## src/rtl/reg_exec_ctrl.sv

```systemverilog
// rtl/reg_exec_ctrl.sv - multi-cycle execute/control stage driving a 4x8-bit register group
module reg_exec_ctrl (
    input  logic       clk,
    input  logic       rst,
    input  logic       instr_valid,
    output logic       instr_ready,
    input  logic [7:0] instr,
    input  logic [7:0] imm,
    output logic [1:0] sr,
    output logic [1:0] dr,
    input  logic [7:0] s,
    input  logic [7:0] d,
    output logic       we,
    output logic [7:0] i,
    output logic [7:0] result,
    output logic       flag_c,
    output logic       flag_z,
    output logic       busy,
    output logic       done
);

    typedef enum logic [1:0] {
        ST_IDLE = 2'd0,
        ST_READ = 2'd1,
        ST_EXEC = 2'd2,
        ST_WB   = 2'd3
    } state_t;

    state_t     state_q;
    logic [3:0] opcode_q;
    logic [7:0] imm_q;
    logic [1:0] sr_q;
    logic [1:0] dr_q;
    logic [7:0] op_a_q;
    logic [7:0] op_b_q;
    logic       we_q;
    logic [7:0] i_q;
    logic [7:0] result_q;
    logic       c_q;
    logic       z_q;
    logic       busy_q;
    logic       done_q;

    logic [8:0] sum9;
    logic [8:0] diff9;
    logic [8:0] inc9;
    logic [7:0] alu_res_d;
    logic       alu_c_d;
    logic       alu_z_d;
    logic       alu_wr_d;

    // ALU: op_a is the source operand, op_b the destination operand; NOPs keep result and carry
    always_comb begin
        sum9      = {1'b0, op_b_q} + {1'b0, op_a_q};
        diff9     = {1'b0, op_b_q} - {1'b0, op_a_q};
        inc9      = {1'b0, op_b_q} + 9'd1;
        alu_res_d = result_q;
        alu_c_d   = c_q;
        alu_wr_d  = 1'b1;
        case (opcode_q)
            4'h0: alu_res_d = op_a_q;
            4'h1: {alu_c_d, alu_res_d} = sum9;
            4'h2: {alu_c_d, alu_res_d} = diff9;
            4'h3: alu_res_d = op_b_q & op_a_q;
            4'h4: alu_res_d = op_b_q | op_a_q;
            4'h5: alu_res_d = op_b_q ^ op_a_q;
            4'h6: alu_res_d = ~op_a_q;
            4'h7: {alu_c_d, alu_res_d} = inc9;
            4'h8: alu_res_d = imm_q;
            4'h9: begin
                alu_res_d = {op_a_q[6:0], 1'b0};
                alu_c_d   = op_a_q[7];
            end
            4'hA: begin
                alu_res_d = {1'b0, op_a_q[7:1]};
                alu_c_d   = op_a_q[0];
            end
            default: alu_wr_d = 1'b0;
        endcase
        alu_z_d = (alu_res_d == 8'h00);
    end

    // Control FSM with registered outputs; async reset kills any pending write immediately
    always_ff @(posedge clk or posedge rst) begin
        if (rst) begin
            state_q  <= ST_IDLE;
            opcode_q <= 4'h0;
            imm_q    <= 8'h00;
            sr_q     <= 2'd0;
            dr_q     <= 2'd0;
            op_a_q   <= 8'h00;
            op_b_q   <= 8'h00;
            we_q     <= 1'b0;
            i_q      <= 8'h00;
            result_q <= 8'h00;
            c_q      <= 1'b0;
            z_q      <= 1'b0;
            busy_q   <= 1'b0;
            done_q   <= 1'b0;
        end else begin
            case (state_q)
                ST_IDLE: begin
                    if (instr_valid) begin
                        opcode_q <= instr[7:4];
                        imm_q    <= imm;
                        sr_q     <= instr[3:2];
                        dr_q     <= instr[1:0];
                        busy_q   <= 1'b1;
                        state_q  <= ST_READ;
                    end
                end
                ST_READ: begin
                    op_a_q  <= s;
                    op_b_q  <= d;
                    state_q <= ST_EXEC;
                end
                ST_EXEC: begin
                    if (alu_wr_d) begin
                        i_q      <= alu_res_d;
                        result_q <= alu_res_d;
                        c_q      <= alu_c_d;
                        z_q      <= alu_z_d;
                        we_q     <= 1'b1;
                    end
                    done_q  <= 1'b1;
                    state_q <= ST_WB;
                end
                ST_WB: begin
                    we_q    <= 1'b0;
                    done_q  <= 1'b0;
                    busy_q  <= 1'b0;
                    state_q <= ST_IDLE;
                end
                default: begin
                    we_q    <= 1'b0;
                    done_q  <= 1'b0;
                    busy_q  <= 1'b0;
                    state_q <= ST_IDLE;
                end
            endcase
        end
    end

    assign instr_ready = (state_q == ST_IDLE) && !rst;
    assign sr          = sr_q;
    assign dr          = dr_q;
    assign we          = we_q;
    assign i           = i_q;
    assign result      = result_q;
    assign flag_c      = c_q;
    assign flag_z      = z_q;
    assign busy        = busy_q;
    assign done        = done_q;

endmodule

```

## config.mk

```make
export PLATFORM = sky130hd
export DESIGN_NAME = reg_exec_ctrl
export DESIGN_NICKNAME = d
export VERILOG_FILES = /design/src/rtl/reg_exec_ctrl.sv
export SDC_FILE = /design/constraint.sdc
export NUM_CORES = 1
export LEC_CHECK = 0
export CORE_ASPECT_RATIO = 0.75
export CORE_UTILIZATION = 58
export DETAILED_ROUTE_END_ITERATION = 8
export PLACE_DENSITY = 0.9
export SKIP_CTS_REPAIR_TIMING = 1
export SLEW_MARGIN = 20
export SYNTH_ARGS = -nofsm -noshare
export SYNTH_HDL_FRONTEND = slang
export SYNTH_SLANG_ARGS = --single-unit
```

## constraint.sdc

```tcl
create_clock -name clk -period 6.4 [get_ports clk]
set_input_delay 1.28 -clock clk [delete_from_list [all_inputs] [get_ports clk]]
set_output_delay 1.28 -clock clk [all_outputs]
set_load 0.005 [all_outputs]
```

==> impl_metrics.yaml <==
worst_setup_path:
  crit_required_ns: 5.12
  crit_top_cell: "clkdlybuf4s50_1"
  endpoint_kind: "output pin"
  slowest_stage: "clkdlybuf4s50_1"
  worstReg2RegStart: "op_a_q[0]"
  rrSetupSlack_ns: 3.38
  cp_top_family: "buffers and inverters"
  cpPeakStageDelay_ns: 0.52
  cp_max_fo: 2
  startpoint: "rst"
  crit_chain: "clkdlybuf4s50_1 -> nor2b_1 -> clkdlybuf4s50_1"
  critPathKind: "in -> out"
  path_buf_inv: 2
  arrival_ns: 2.37
  crit_path_start_kind: "primary input"
logic_synthesis:
  ys_types: 62
  syn-cell-area_sq_mm: 0.003631
  synth_nets: 472
  synth_warnings: 0
  synth_edf_count: 0
  synthFlopType: "dfrtp_1"
  ys_seq_area_share_pct: 32.39
  synth_cells: 404
  postSynthAreaPerCell_sq_um: 8.988
  async_reset_ff_share_pct: 100.0
  ys_ff_latch: 47
final_layout:
  area_growth_pct: 17.75
  layout_commonest_cell: "clkdlybuf4s50_1"
  finalNetCount: 509
  drive_above_1_share_pct: 9.729
  final_cell_mix: "clkdlybuf4s50_1, dfrtp_1, o21ai_0"
  fin_util_pct: 72.27
  n_antenna_cell: 0
sta:
  tns_ns: 0
  slew_headroom_pct: 28.09
  skew_ns: 0.007916
  max_freq_ghz: 0.2742
  fin_crit_sh_pct: 56.99
  finalSetupViolCount: 0
  hold_viol_final: 0
  tightest_slew_ns: 1.079
  rsz0062_at_grt: "false"
  drv_slew: 0
  fin_crit_ns: 3.647
detailed_routing:
  vias: 3260
  wl_per_cell_um: 18.69
  drt-initial-drc-count: 292
  drc: 0
  drt_wl_total_um: 9720
  avgViaCountPerCell: 6.269
  postRouteAntennaNets: 0
  dr.pass1.iters: 5
min_path:
  hp-start: "busy"
  hold_class: "reg -> reg"
global_route:
  grt_max_degree: 48
  grt_pass1_vias: 2975
  antenna_found_initial: 0
  grt_pass1_wl_um: 15700
  grt_overflow: 0
  track_usage_pct: 30.96
power:
  irDropWorstVdd_uv: 262.7
  p_leak_uw: 0.001791
  cellPowerDensity_mw_per_mm2: 584.4
floorplanning:
  die_area_sq_mm: 0.006584
  die_h_um: 70.52
  io_pins: 61
  die_w_um: 93.36
  initial_core_util_pct: 61.38
  rows: 24
  core-area_sq_mm: 0.005916
clock_network:
  tritoncts: "done"
  numCtsBuffers: 5
  cts-root-buf: "clkbuf_8"
  clock_latency_ns: 0.31
  clk_path_buf_depth: 2
  cts.sinks: 47
  cts.clk_slew.worst_paths_ns: 0.09
  htreeDepth: 2
status:
  status: "complete, no violations"
placed_design:
  gp_congestion: 0.9262
  port_buffers: 60
  dpl.hpwl_um: 7365
job:
  maxCapViolations: 0
==> path summary, 6_finish.rpt <==
check                              end  cells after the start
max                        instr_ready                      3
min                               busy                      2
max reg2reg                     flag_z                      9
min reg2reg                       busy                      2
max in group asynchronous    op_a_q[0]                      2
min in group asynchronous     imm_q[5]                      2
==> synth_stat cells, types with 3 or more instances <==
cell type	number	area [sq um]
ha_1	31	387.9
o21bai_1	3	22.52
nor3_1	7	35.03
a211oi_1	4	30.03
nand3_1	7	35.03
or4b_2	3	30.03
o22ai_1	11	68.82
inv_1	26	97.59
buf_4	13	97.59
nor2b_1	8	50.05
a21o_1	3	22.52
dfrtp_1	47	1176
a22o_1	3	26.28
a31oi_1	3	18.77
a21oi_1	22	110.1
a22oi_1	8	60.06
nor2_1	19	71.32
xnor2_1	6	52.55
and2_1	4	25.02
nand2_1	35	131.4
nand2b_1	10	62.56
mux2_2	20	225.2
mux2i_1	5	50.05
nand4_1	4	25.02
buf_2	9	45.04
a221oi_1	3	26.28
o21ai_0	36	180.2
clkbuf_1	8	30.03
==> per-layer routing <==
metal  vias up  share of wire (%)  GRT usage (%)  routed length, um
met5         -                  0              0                  0
met4         0                1.3          5.812                126
met3        22                8.1          5.011                785
met2       180                 46          48.37               4452
met1      1531                 45          45.76               4355
li1       1527                  -              -                  -
==> area by class of cell <==
| cell class | instances | area [sq um] |
|---|---|---|
| multi-input cells | 299 | 2175 |
| fillers | 479 | 1640 |
| flip-flops and latches | 47 | 1176 |
| repair buffers | 62 | 615.6 |
| inverters | 26 | 98.84 |
| well taps | 78 | 97.59 |
| clock buffers | 5 | 68.82 |
| clock inverters | 3 | 43.79 |
==> report_power, final <==
part | total (uW) | leakage [uW] | switching, uW | internal, uW
clock network | 225 | 0.0000581 | 108 | 116
registers | 671 | 0.000569 | 225 | 446
logic | 1600 | 0.00116 | 877 | 726
total | 2500 | 0.00179 | 1210 | 1290
==> state kept, by name, summed over array words and instances, names as in the netlist <==
register	cells
flag_c	1
done	1
sr	2
dr	2
state_q	2
opcode_q	4
op_b_q	8
busy	1
imm_q	8
op_a_q	8
result	8
flag_z	1
we	1
==> worst reg2reg max path, delay by kind of cell, from the launching register on <==
kind | cells | cell delay, ns
simple gates | 1 | 0.15
flops | 1 | 0.47
compound gates | 6 | 1.60
fa+ha+maj | 2 | 0.72
==> cells by family after synthesis <==
kind of cell / share of synthesized area (%)
compound gates: 23.23
xor+xnor: 1.447
fa+ha+maj: 11.78
buf+inv: 7.719
flops: 32.39
mux: 7.581
simple gates: 15.85
==> per-stage QoR <==
stage                     worst slack [ns]  total power [uW]  hold WS [ns]  cells  instance area (sq um)
after global routing                 2.723              2681        0.5196    520                   4275
final                                2.753              2499        0.4903    520                   4275
after floorplan                      3.725              1757        0.4696    404                   3631
after detailed placement             2.747              2233        0.4767    512                   4161
after CTS                            2.743              2459        0.4974    520                   4274
after global placement               2.796              2185        0.4621    512                   4161
Power figures use the tool's default switching activity.
